### src/rtl/atconv_param_engine.sv
// Parameterised atrous-convolution layer engine: 3x3 dilated kernel with bias,
// replicate padding, ReLU/saturation into layer 0, optional 2x2 ceil max-pool into layer 1.
module atconv_param_engine #(
   parameter int IMG_W = 64,
   parameter int IMG_H = 64,
   parameter int DIL   = 2,
   parameter int DW    = 13,
   parameter int FRAC  = 4,
   parameter int AW    = $clog2(IMG_W*IMG_H)
) (
   input  logic          clk,
   input  logic          reset,
   input  logic          ready,
   input  logic [DW-1:0] bias,
   input  logic          pool_en,
   output logic          busy,
   output logic          done,
   output logic [AW-1:0] iaddr,
   input  logic [DW-1:0] idata,
   output logic          cwr,
   output logic [AW-1:0] caddr_wr,
   output logic [DW-1:0] cdata_wr,
   output logic          crd,
   output logic [AW-1:0] caddr_rd,
   input  logic [DW-1:0] cdata_rd,
   output logic          csel
);

   localparam int CW   = $clog2(IMG_W);
   localparam int RW   = $clog2(IMG_H);
   localparam int OW   = AW - 2;
   localparam int ACCW = DW + 4;
   localparam logic [DW-1:0] MAXV   = {1'b0, {(DW-1){1'b1}}};
   localparam logic [DW-1:0] MAXINT = {1'b0, {(DW-1-FRAC){1'b1}}, {FRAC{1'b0}}};

   typedef enum logic [2:0] {S_IDLE, S_CONV, S_L0WR, S_POOL, S_L1WR, S_FIN} state_t;

   state_t state, state_nx;

   logic [AW-1:0]          pix;
   logic [1:0]             ty, tx;
   logic [2:0]             step;
   logic [OW-1:0]          opix;
   logic signed [ACCW-1:0] acc, acc_nx, ix, wtap;
   logic signed [DW-1:0]   mx, bias_q;
   logic                   pool_q;
   logic [AW-1:0]          tap_addr;
   logic signed [ACCW:0]   y;
   logic [DW-1:0]          l0_data, l1_data;
   logic [DW-FRAC:0]       ip;
   int                     rr, cc;

   always_ff @(posedge clk or negedge reset) begin
      if (!reset) state <= S_IDLE;
      else        state <= state_nx;
   end

   always_comb begin
      state_nx = state;
      unique case (state)
         S_IDLE: if (ready) state_nx = S_CONV;
         S_CONV: if (ty == 2'd2 && tx == 2'd2) state_nx = S_L0WR;
         S_L0WR: begin
            if (pix == '1) state_nx = pool_q ? S_POOL : S_FIN;
            else           state_nx = S_CONV;
         end
         S_POOL: if (step == 3'd4) state_nx = S_L1WR;
         S_L1WR: state_nx = (opix == '1) ? S_FIN : S_POOL;
         S_FIN:  state_nx = S_IDLE;
         default: state_nx = S_IDLE;
      endcase
   end

   // Tap coordinates clamped independently per axis (replicate padding)
   always_comb begin
      rr = int'(pix[AW-1:CW]) + (int'(ty) - 1) * DIL;
      cc = int'(pix[CW-1:0])  + (int'(tx) - 1) * DIL;
      if (rr < 0) rr = 0;
      else if (rr > IMG_H-1) rr = IMG_H-1;
      if (cc < 0) cc = 0;
      else if (cc > IMG_W-1) cc = IMG_W-1;
      tap_addr = {RW'(rr), CW'(cc)};
   end

   always_comb begin
      ix = {{4{idata[DW-1]}}, idata};
      if (ty == 2'd1 && tx == 2'd1) wtap = ix;
      else if (ty == 2'd1)          wtap = -(ix >>> 2);
      else if (tx == 2'd1)          wtap = -(ix >>> 3);
      else                          wtap = -(ix >>> 4);
      acc_nx = ((ty == 2'd0 && tx == 2'd0) ? '0 : acc) + wtap;
   end

   always_comb begin
      y = {acc[ACCW-1], acc} + {{(ACCW+1-DW){bias_q[DW-1]}}, bias_q};
      if (y[ACCW])                 l0_data = '0;
      else if (|y[ACCW-1:DW-1])    l0_data = MAXV;
      else                         l0_data = y[DW-1:0];
   end

   // Integer ceiling of the pooled max; overflow lands on the largest integer
   always_comb begin
      ip = {1'b0, mx[DW-1:FRAC]} + {{(DW-FRAC){1'b0}}, |mx[FRAC-1:0]};
      if (ip[DW-FRAC] || ip[DW-FRAC-1]) l1_data = MAXINT;
      else                              l1_data = {ip[DW-FRAC-1:0], {FRAC{1'b0}}};
   end

   always_ff @(posedge clk or negedge reset) begin
      if (!reset) begin
         pix    <= '0;
         ty     <= '0;
         tx     <= '0;
         step   <= '0;
         opix   <= '0;
         acc    <= '0;
         mx     <= '0;
         bias_q <= '0;
         pool_q <= 1'b0;
      end else begin
         unique case (state)
            S_IDLE: if (ready) begin
               bias_q <= bias;
               pool_q <= pool_en;
               pix    <= '0;
               ty     <= '0;
               tx     <= '0;
               step   <= '0;
               opix   <= '0;
            end
            S_CONV: begin
               acc <= acc_nx;
               if (tx == 2'd2) begin
                  tx <= '0;
                  ty <= (ty == 2'd2) ? 2'd0 : ty + 2'd1;
               end else begin
                  tx <= tx + 2'd1;
               end
            end
            S_L0WR: pix <= pix + 1'b1;
            S_POOL: begin
               step <= (step == 3'd4) ? 3'd0 : step + 3'd1;
               if (step == 3'd0)                mx <= '0;
               else if ($signed(cdata_rd) > mx) mx <= cdata_rd;
            end
            S_L1WR: opix <= opix + 1'b1;
            default: ;
         endcase
      end
   end

   always_comb begin
      busy     = (state == S_CONV) || (state == S_L0WR) || (state == S_POOL) || (state == S_L1WR);
      done     = (state == S_FIN);
      iaddr    = (state == S_CONV) ? tap_addr : '0;
      cwr      = (state == S_L0WR) || (state == S_L1WR);
      csel     = (state == S_L1WR);
      caddr_wr = '0;
      cdata_wr = '0;
      if (state == S_L0WR) begin
         caddr_wr = pix;
         cdata_wr = l0_data;
      end else if (state == S_L1WR) begin
         caddr_wr = {2'b00, opix};
         cdata_wr = l1_data;
      end
      crd      = (state == S_POOL) && (step != 3'd4);
      caddr_rd = crd ? {opix[OW-1:CW-1], step[1], opix[CW-2:0], step[0]} : '0;
   end

endmodule

### config.mk
export PLATFORM = sky130hd
export DESIGN_NAME = atconv_param_engine
export DESIGN_NICKNAME = d
export VERILOG_FILES = /design/src/rtl/atconv_param_engine.sv
export SDC_FILE = /design/constraint.sdc
export NUM_CORES = 1
export LEC_CHECK = 0
export CAP_MARGIN = 15
export CORE_ASPECT_RATIO = 1.75
export CORE_MARGIN = 5
export CORE_UTILIZATION = 45
export CTS_CLUSTER_DIAMETER = 80
export DETAILED_ROUTE_END_ITERATION = 8
export PLACE_DENSITY = 0.75
export SYNTH_ARGS = -nofsm -noshare
export SYNTH_HDL_FRONTEND = slang
export SYNTH_SLANG_ARGS = --single-unit
### constraint.sdc
create_clock -name clk -period 3.7 [get_ports clk]
set_clock_uncertainty 0.05 [all_clocks]
set_input_delay 0.37 -clock clk [delete_from_list [all_inputs] [get_ports clk]]
set_output_delay 0.37 -clock clk [all_outputs]
set_load 0.03 [all_outputs]
==> results of run 1 <==
## sequential cells by signal (all words and copies together), names as in the netlist
name / flops
tx: 2
mx: 13
pix: 12
state: 3
pool_q: 1
acc: 17
ty: 2
step: 3
opix: 10
bias_q: 13
## worst reg2reg max path, delay by kind of cell, from the launching register on
kind / cells / cell delay, ns
flops: 1 / 0.37
compound gates: 9 / 1.42
buf+inv: 2 / 0.28
fa+ha+maj: 2 / 0.58
xor+xnor: 1 / 0.19
mux: 1 / 0.23
simple gates: 1 / 0.27
## logic make-up (layout without fill, tap and decap cells)
logic type / count (synthesis) / in the layout
fa+ha+maj: 81 / 81
mux: 24 / 24
flops: 76 / 76
simple gates: 344 / 344
xor+xnor: 57 / 57
buf+inv: 100 / 281
other cells: 1 / 1
compound gates: 237 / 237
## final cells by class
type | count | area share [%]
clock buffers | 10 | 2.33
clock inverters | 6 | 0.662
inverters | 56 | 2.21
multi-input cells | 744 | 54.9
flip-flops and latches | 76 | 19.4
well taps | 189 | 2.41
repair buffers | 209 | 18.1
## placed cells by master (no fill, tap or decap), types with 16 or more instances in the layout
| cell | count |
|---|---|
| nor2_1 | 51 |
| a21o_1 | 20 |
| xnor2_1 | 33 |
| xor2_1 | 24 |
| ha_1 | 65 |
| nand2_1 | 152 |
| buf_6 | 16 |
| mux2i_1 | 16 |
| and2_1 | 30 |
| o21ai_0 | 88 |
| nand3_1 | 18 |
| inv_1 | 52 |
| dfrtp_1 | 75 |
| buf_4 | 112 |
| clkdlybuf4s50_1 | 65 |
| a21oi_1 | 40 |
## stage by stage
| stage | worst slack, ns | area, um2 | std cells | hold WS (ns) |
|---|---|---|---|---|
| after floorplan | -0.223 | 7430 | 920 | 0.0244 |
| after global placement | -0.606 | 9010 | 1245 | 0.413 |
| after detailed placement | -0.677 | 9010 | 1245 | 0.420 |
| after CTS | -0.203 | 9600 | 1284 | 0.180 |
| after global routing | -0.180 | 9830 | 1290 | 0.230 |
| final | -0.0639 | 9830 | 1290 | 0.137 |
## routing by layer
metal | wire [um] | share of wire (%) | vias to the layer above
li1 | - | - | 3594
met1 | 7890 | 37 | 3472
met2 | 11700 | 55 | 200
met3 | 813 | 3.8 | 68
met4 | 994 | 4.6 | 0
met5 | 0 | 0 | -
## power by group through the flow
stage / sequential (uW) / combinational [uW] / clock [uW]
global placement: 1450 / 5660 / 0
floorplan: 1320 / 4090 / 0
global route: 1510 / 7240 / 913
CTS: 1450 / 6230 / 884
finish: 1460 / 6590 / 879
detailed placement: 1460 / 5770 / 0
## worst paths after layout
path                                    endpoint  slack [ns]                  start
setup / recovery                     cdata_wr[6]       -0.06     acc[0]$_DFFE_PN0P_
hold / removal               opix[0]$_DFFE_PN0P_        0.14                  reset
setup reg to reg             acc[16]$_DFFE_PN0P_        0.18      ty[1]$_DFFE_PN0P_
hold reg to reg            bias_q[8]$_DFFE_PN0P_        0.44  bias_q[8]$_DFFE_PN0P_
max in group asynchronous     acc[0]$_DFFE_PN0P_        2.78                  reset
min in group clk           bias_q[8]$_DFFE_PN0P_        0.44  bias_q[8]$_DFFE_PN0P_
## what timing repair did
action,4_1_cts,5_1_grt
gates resized for setup,51,73
setup endpoints to repair,30,30
buffers inserted,22,7
gates cloned,1,0
pin swaps,21,34
==> impl_metrics.ini, run 1 <==
[outcome]
outcome = complete, but fails checks
violations = negative setup slack

[critical_path]
worst_ep_required_time_ns = 3.28
worstRegToRegCells = 16
start_kind = register
path_cells = ha_4 -> fa_2 -> a21o_1 -> a21oi_4 -> o21ai_2 -> o41ai_2 -> buf_4 -> o41ai_2 -> mux2i_1 -> nor4_2 -> buf_4 -> a32oi_2 -> buf_6
cp_max_fo = 6
worst-path-stages = 13
cp-end-kind = output pin
slowest_delay_ns = 0.45
crit_type = register to output pin
critPathTopFamily = compound AO/OA/AOI/OAI gates
crit_arrival_ns = 3.34
critPathBufInv = 3
slowest_stage = dfrtp_2

[sta]
setup_ws_ns = -0.0639
fin_setup_tns_ns = -0.241
max_freq_mhz = 266
finalSetupViolCount = 7
worst_pin_slew_ns = 0.987
finalCritPeriodShare_pct = 102
slew_headroom_pct = 34.2
fin_crit_ns = 3.76
hold_violations = 0
drv_slew = 0
rsz0062_at_grt = yes

[layout]
nNetsFinal = 1220
final_util_pct = 61.6
drive_gt1_share_pct = 21.4
syn2layout_area_growth_pct = 34.1
seq_area_mm2 = 0.00190
num_antenna_cells = 0
multiInputGateArea_mm2 = 0.00540
fillers = 1294

[power]
p_seq_share_pct = 16.4
peakVddDrop_uv = 362
power.leakage_uw = 0.00461
p_int_uw = 4710
powerDensity_mw_per_mm2 = 909
p_clk_share_pct = 9.8
p_total_uw = 8930
sw_frac_of_total_pct = 47.3
p_sw_uw = 4230
comb_power_share_pct = 73.8

[global_route]
busiest_layer = met2
grt_pass1_vias = 7398
grt_overflow = 0
antenna_found_initial = 0
grt_pass1_wl_um = 34400
grt_use_total_pct = 22.0
grt_use_met1_pct = 23.1
grtUsageMet3_pct = 2.59
grt_max_degree = 77
met2_usage_pct = 42.4

[clock_network]
cts_tree = built
clockRootBuffer = clkbuf_16
clock_sinks = 76
hold_buffers = 0
path_clk_slew_ns = 0.06
cts_max_level = 3
numCtsBuffers = 9
cts_buffer_depth = 2
clock_latency_ns = 0.34

[worst_hold_path]
hold_path_class = input port to asynchronous set/reset pin

[synth]
synth_nets = 1044
synth_top_family_by_area = simple AND/OR/NAND/NOR gates
ys_seq_area_share_pct = 25.9
synth_area_leader_cell = dfrtp_1
syn-cell-area_mm2 = 0.00733
synth_edf_count = 0
yosysMostFrequentCell = nand2_1
async_reset_ff_share_pct = 100
synth_adder_area_share_pct = 14.2
synth_xor_area_share_pct = 6.81
ys_top_cells_by_area = dfrtp_1 (26%), ha_1 (13%), nand2_1 (7.8%)
synth_cells = 920
ys.flop_type = dfrtp_1
ys_ff_latch = 76
syn_avg_cell_area_um2 = 7.97
yosys_warnings = 0
synthMuxAreaShare_pct = 4.64
synth_cell_types = 64
synthTopCellsByCount = nand2_1 (152), o21ai_0 (89), ha_1 (77)
synth_top_area_share_pct = 25.9
synth_simple_gate_area_share_pct = 22.5
synth_compound_area_share_pct = 20.2

[placement]
place.gp.congestion = 0.940
port_buffers = 95
hpwl_um = 16300

[routing]
firstDrtPassIters = 5
routed_wl_um = 21400
drc = 0
route.vias.total = 7334
wire_per_inst_um = 16.6
first_iter_violations = 393
antenna_left = 0
viasPerCell = 5.69

[floorplanning]
ios = 97
core_mm2 = 0.0160
dieArea_mm2 = 0.0190
die-width_um = 106
initial_core_util_pct = 45.9
die_h_um = 179
rows = 61

[flow_run]
maxCapViolCount = 0
Power figures use the tool's default switching activity.
==> run 2: changes to the inputs <==
--- a/config.mk
+++ b/config.mk
@@ -12,6 +12,7 @@
 export CTS_CLUSTER_DIAMETER = 80
 export DETAILED_ROUTE_END_ITERATION = 8
 export PLACE_DENSITY = 0.75
+export SETUP_SLACK_MARGIN = 0.2
 export SYNTH_ARGS = -nofsm -noshare
 export SYNTH_HDL_FRONTEND = slang
 export SYNTH_SLANG_ARGS = --single-unit
==> run 2 against run 1 <==
The flow still finishes with violations (negative setup slack). Sequential share of layout area shrank 0.091 points. Via count is essentially flat. Total power grew 0.48%. Clock-buffer cell count is the same. Sequential power is essentially flat. Fmax grew 0.68%. Cell area grew 0.41%. Global-route usage grew 0.13 points. Flip-flop and latch count is the same. Combinational power grew 0.9%. Register-to-register slack is essentially flat. Critical path type unchanged.
==> impl_metrics.ini, run 2 (synthesis gave the netlist of run 1 again) <==
[critical_path]
cp-end-kind = output pin
crit_arrival_ns = 3.32
slowest_delay_ns = 0.42
start_kind = register
crit_type = register to output pin
worst-path-stages = 13
worst_ep_required_time_ns = 3.28
slowest_stage = dfrtp_1
reg2reg_slack_ns = 0.18
r2r-end = acc[13]$_DFFE_PN0P_
cp_max_fo = 6
worstRegToRegCells = 16
crit_path_start = acc[0]$_DFFE_PN0P_
cp-endpoint = cdata_wr[6]
critPathTopFamily = compound AO/OA/AOI/OAI gates
path_cells = ha_2 -> fa_2 -> a21o_1 -> a21oi_2 -> o21ai_2 -> o41ai_2 -> buf_4 -> o41ai_2 -> mux2i_1 -> nor4_2 -> buf_4 -> a32oi_2 -> buf_6
timing.rr.start = tx[1]$_DFFE_PN0P_
critPathBufInv = 3

[flow_run]
maxCapViolCount = 0

[worst_hold_path]
hold_path_class = input port to asynchronous set/reset pin

[clock_network]
clockRootBuffer = clkbuf_16
numCtsBuffers = 9
cts_buffer_depth = 2
cts_max_level = 3
clock_latency_ns = 0.34
cts_tree = built
clock_sinks = 76
path_clk_slew_ns = 0.06
hold_buffers = 0

[routing]
wire_per_inst_um = 16.8
firstDrtPassIters = 6
first_iter_violations = 370
route.vias.total = 7337
routed_wl_um = 21500
viasPerCell = 5.72
antenna_left = 0
drc = 0

[power]
p_clk_share_pct = 9.8
p_total_uw = 8980
p_int_uw = 4730
p_sw_uw = 4250
p_seq_share_pct = 16.2
peakVddDrop_uv = 337
powerDensity_mw_per_mm2 = 909
sw_frac_of_total_pct = 47.3
power.leakage_uw = 0.00462
comb_power_share_pct = 74.1

[sta]
finalCritPeriodShare_pct = 101
fin_crit_ns = 3.74
setup_ws_ns = -0.0385
max_freq_mhz = 267
whs_ns = 0.116
drv_slew = 0
worst_pin_slew_ns = 0.983
slew_headroom_pct = 34.4
rsz0062_at_grt = yes
fin_setup_tns_ns = -0.130
finalSetupViolCount = 5
hold_violations = 0

[outcome]
violations = negative setup slack
outcome = complete, but fails checks

[placement]
hpwl_um = 16200
place.gp.congestion = 0.958
port_buffers = 95

[global_route]
antenna_found_initial = 0
grtUsageMet3_pct = 2.77
grt_pass1_wl_um = 34400
met2_usage_pct = 44.4
grt_overflow = 0
grt_use_met1_pct = 22.6
grt_use_total_pct = 22.2
grt_max_degree = 77
grt_pass1_vias = 7321
busiest_layer = met2

[floorplanning]
die-width_um = 106
ios = 97
rows = 61
dieArea_mm2 = 0.0190
core_mm2 = 0.0160
initial_core_util_pct = 45.9
die_h_um = 179

[layout]
syn2layout_area_growth_pct = 34.7
nNetsFinal = 1214
regMostFlops = acc
final_common_cell = nand2_1
num_antenna_cells = 0
reg_top3 = acc x17, bias_q x13, mx x13
drive_gt1_share_pct = 22.3
largest_reg_flops = 17
final_cell_mix = nand2_1 (151), buf_4 (105), o21ai_0 (83)
fillers = 1338
## run 2: power groups by stage
stage	combinational [uW]	clock [uW]	sequential [uW]
6_report	6650	876	1450
5_1_grt	7310	916	1500
4_1_cts	6240	880	1450
3_5_place_dp	5770	0	1460
3_3_place_gp	5660	0	1450
2_1_floorplan	4090	0	1320
## run 2: worst min path at each step
stage                           from               endpoint  slack, ns  cells after the start
2_1_floorplan                  reset     acc[0]$_DFFE_PN0P_       0.02                      0
3_3_place_gp   bias_q[5]$_DFFE_PN0P_  bias_q[5]$_DFFE_PN0P_       0.41                      2
3_5_place_dp   bias_q[5]$_DFFE_PN0P_  bias_q[5]$_DFFE_PN0P_       0.42                      2
4_1_cts                        reset     pix[0]$_DFFE_PN0P_       0.18                      1
5_1_grt                        reset     pix[2]$_DFFE_PN0P_       0.22                      1
6_report                       reset     pix[0]$_DFFE_PN0P_       0.12                      1
## run 2: worst register-to-register path, cell delays in order, from the launching register on
cell and delay (ns):
dfrtp_1 0.40, inv_1 0.11, ha_2 0.23, buf_4 0.18, buf_6 0.17, mux4_2 0.54
ha_4 0.23, a21o_1 0.16, a21o_1 0.19, buf_6 0.13, nor2_4 0.10, a211oi_2 0.09
buf_4 0.14, or3_4 0.32, a21oi_2 0.15, xor2_1 0.14, o21ai_1 0.06
## run 2: final cells by class
type	instances	area (um2)	share of cell area, %
inverter	56	218	2.21
tap	189	236	2.40
timing repair buffer	203	1770	17.9
clock buffer	10	239	2.42
clock inverter	4	51.3	0.520
multi-input combinational	744	5460	55.3
sequential	76	1900	19.3
## run 2: metrics by stage
stage	cell area [um2]	std cells	setup WS (ns)	utilization [%]
floorplan	7430	920	-0.213	-
global placement	8980	1242	-0.633	56.3
detailed placement	8980	1242	-0.734	56.3
CTS	9620	1269	-0.0393	60.3
global route	9870	1282	-0.206	61.9
finish	9870	1282	-0.0385	61.9
## run 2: what timing repair did
action,in CTS,in global routing
endpoints found under the setup margin,34,33
pin swaps,29,30
setup buffers,12,13
gates cloned,1,0
gates resized for setup,98,82
## run 2: metal layers
metal / vias up / wire length, um / part of all wire (%)
met4: 0 / 758 / 3.5
met3: 60 / 731 / 3.4
met2: 169 / 12100 / 56
met1: 3538 / 7930 / 37
li1: 3570 / - / -
met5: - / 0 / 0
==> run 3: changes to the inputs <==
--- a/config.mk
+++ b/config.mk
@@ -6,12 +6,14 @@
 export NUM_CORES = 1
 export LEC_CHECK = 0
 export CAP_MARGIN = 15
+export CELL_PAD_IN_SITES_DETAIL_PLACEMENT = 2
+export CELL_PAD_IN_SITES_GLOBAL_PLACEMENT = 2
 export CORE_ASPECT_RATIO = 1.75
 export CORE_MARGIN = 5
-export CORE_UTILIZATION = 45
+export CORE_UTILIZATION = 30
 export CTS_CLUSTER_DIAMETER = 80
 export DETAILED_ROUTE_END_ITERATION = 8
-export PLACE_DENSITY = 0.75
+export PLACE_DENSITY = 0.82
 export SETUP_SLACK_MARGIN = 0.2
 export SYNTH_ARGS = -nofsm -noshare
 export SYNTH_HDL_FRONTEND = slang
==> run 3 against run 2 <==
The run still ends with negative setup slack left. Die area rose by 46%. Flip-flop and latch count unchanged. Worst setup slack worse by 0.29 ns. Largest power group unchanged. Highest routed layer unchanged.
==> impl_metrics.ini, run 3 (synthesis gave the netlist of run 1 again) <==
[outcome]
outcome = complete, but fails checks
violations = negative setup slack

[layout]
largest_reg_flops = 17
fillers = 2673
final_cell_mix = nand2_1 (151), buf_4 (109), o21ai_0 (78)
nNetsFinal = 1218
num_antenna_cells = 0
syn2layout_area_growth_pct = 39.4
final_common_cell = nand2_1
seq_area_mm2 = 0.00190
regMostFlops = acc
multiInputGateArea_mm2 = 0.00559
stdcell_area_mm2 = 0.0102
reg_top3 = acc x17, bias_q x13, mx x13
final_util_pct = 42.5
drive_gt1_share_pct = 23.3

[critical_path]
cp-end-kind = register
start_kind = input port
crit_type = input port to register
crit_arrival_ns = 4.20
worst_ep_required_time_ns = 3.87
cp_max_fo = 3

[placement]
place.gp.congestion = 0.843
post-place-ws_ns = -0.908
dpl_cell_area_mm2 = 0.00919
hpwl_um = 22400
port_buffers = 95

[floorplanning]
die-width_um = 128
rows = 75
dieArea_mm2 = 0.0278
core_mm2 = 0.0240
initial_core_util_pct = 30.5
die_h_um = 217
ios = 97

[routing]
routed_wl_um = 34300
first_iter_violations = 323
top_layer = met4
antenna_left = 0
viasPerCell = 5.62
wire_per_inst_um = 24.4
wl_met1_um = 12000
firstDrtPassIters = 4
route.vias.total = 7907
drc = 0
wl_met2_um = 19500
dr_wl_met3_um = 862

[power]
peakVddDrop_uv = 439
powerDensity_mw_per_mm2 = 1010
power.leakage_uw = 0.00463

[global_route]
grt_max_degree = 61
grt_pass1_vias = 8834
grt_overflow = 0
grt_pass1_wl_um = 48500
antenna_found_initial = 0
grt_use_total_pct = 22.1

[sta]
finalSetupViolCount = 15
fin_crit_ns = 4.03
rsz0062_at_grt = yes
finalCritPeriodShare_pct = 109
slew_headroom_pct = 43.2
max_freq_mhz = 248
fin_setup_tns_ns = -2.76
drv_slew = 0
setup_ws_ns = -0.329
whs_ns = 0.0604
hold_violations = 0
worst_pin_slew_ns = 0.853

[clock_network]
clock_sinks = 76
cts_tree = built
cts_max_level = 3
clock_latency_ns = 0.35
path_clk_slew_ns = 0.06
hold_buffers = 0
cts_buffer_depth = 2
clockRootBuffer = clkbuf_16
numCtsBuffers = 9

[flow_run]
maxCapViolCount = 0

[worst_hold_path]
hold_path_class = input port to asynchronous set/reset pin
==> run 3: routing by layer <==
layer / track usage, % / vias to the layer above
met2: 44.1 / 209
li1: - / 3568
met1: 22.3 / 4026
met5: 0 / -
met3: 1.69 / 104
met4: 11.1 / 0
==> run 3: metrics by stage <==
| step | power, uW | cells |
|---|---|---|
| 2_1_floorplan | 5410 | 920 |
| 3_3_place_gp | 7430 | 1363 |
| 3_5_place_dp | 7790 | 1363 |
| 4_1_cts | 9420 | 1390 |
| 5_1_grt | 10900 | 1406 |
| 6_report | 10300 | 1406 |
==> run 3: worst paths after layout <==
kind	slack, ns	depth (start not counted)	end	start
worst max-delay path	-0.33	19	acc[16]$_DFFE_PN0P_	idata[5]
worst min-delay path	0.06	1	opix[0]$_DFFE_PN0P_	reset
worst max register to register	-0.20	17	acc[16]$_DFFE_PN0P_	tx[1]$_DFFE_PN0P_
worst min register to register	0.44	2	bias_q[9]$_DFFE_PN0P_	bias_q[9]$_DFFE_PN0P_
max in group asynchronous	2.76	2	mx[8]$_DFFE_PN0P_	reset
min in group clk	0.44	2	bias_q[9]$_DFFE_PN0P_	bias_q[9]$_DFFE_PN0P_
==> run 3: timing repair <==
action | in CTS | in global routing
setup endpoints to repair | 35 | 40
pin swaps | 35 | 42
setup buffers | 11 | 16
cloned | 1 | 0
resized for setup | 153 | 55
==> run 3: final cells by class <==
cell class,instances,share of cell area (%)
flip-flops and latches,76,18.6
clock inverters,4,0.490
inverters,56,2.13
multi-input cells,744,54.7
repair buffers,207,17.9
clock buffers,11,2.38
well taps,308,3.77
==> run 3: worst max-delay path: stages <==
cell      delay [ns]
buf_6           0.10
inv_4           0.05
ha_4            0.12
or3b_4          0.41
or3_4           0.39
nor2_4          0.14
a21oi_1         0.10
nor2_1          0.22
o32ai_1         0.19
nor2_1          0.15
a21oi_1         0.06
ha_1            0.32
or2_2           0.33
a21oi_4         0.20
a211oi_2        0.09
o31ai_2         0.26
xnor2_1         0.23
mux2i_1         0.32
a21oi_1         0.13
==> run 3: power breakdown <==
part	total, uW	switching (uW)	internal (uW)
Combinational	7890	4610	3280
Clock	926	389	537
Sequential	1510	375	1130
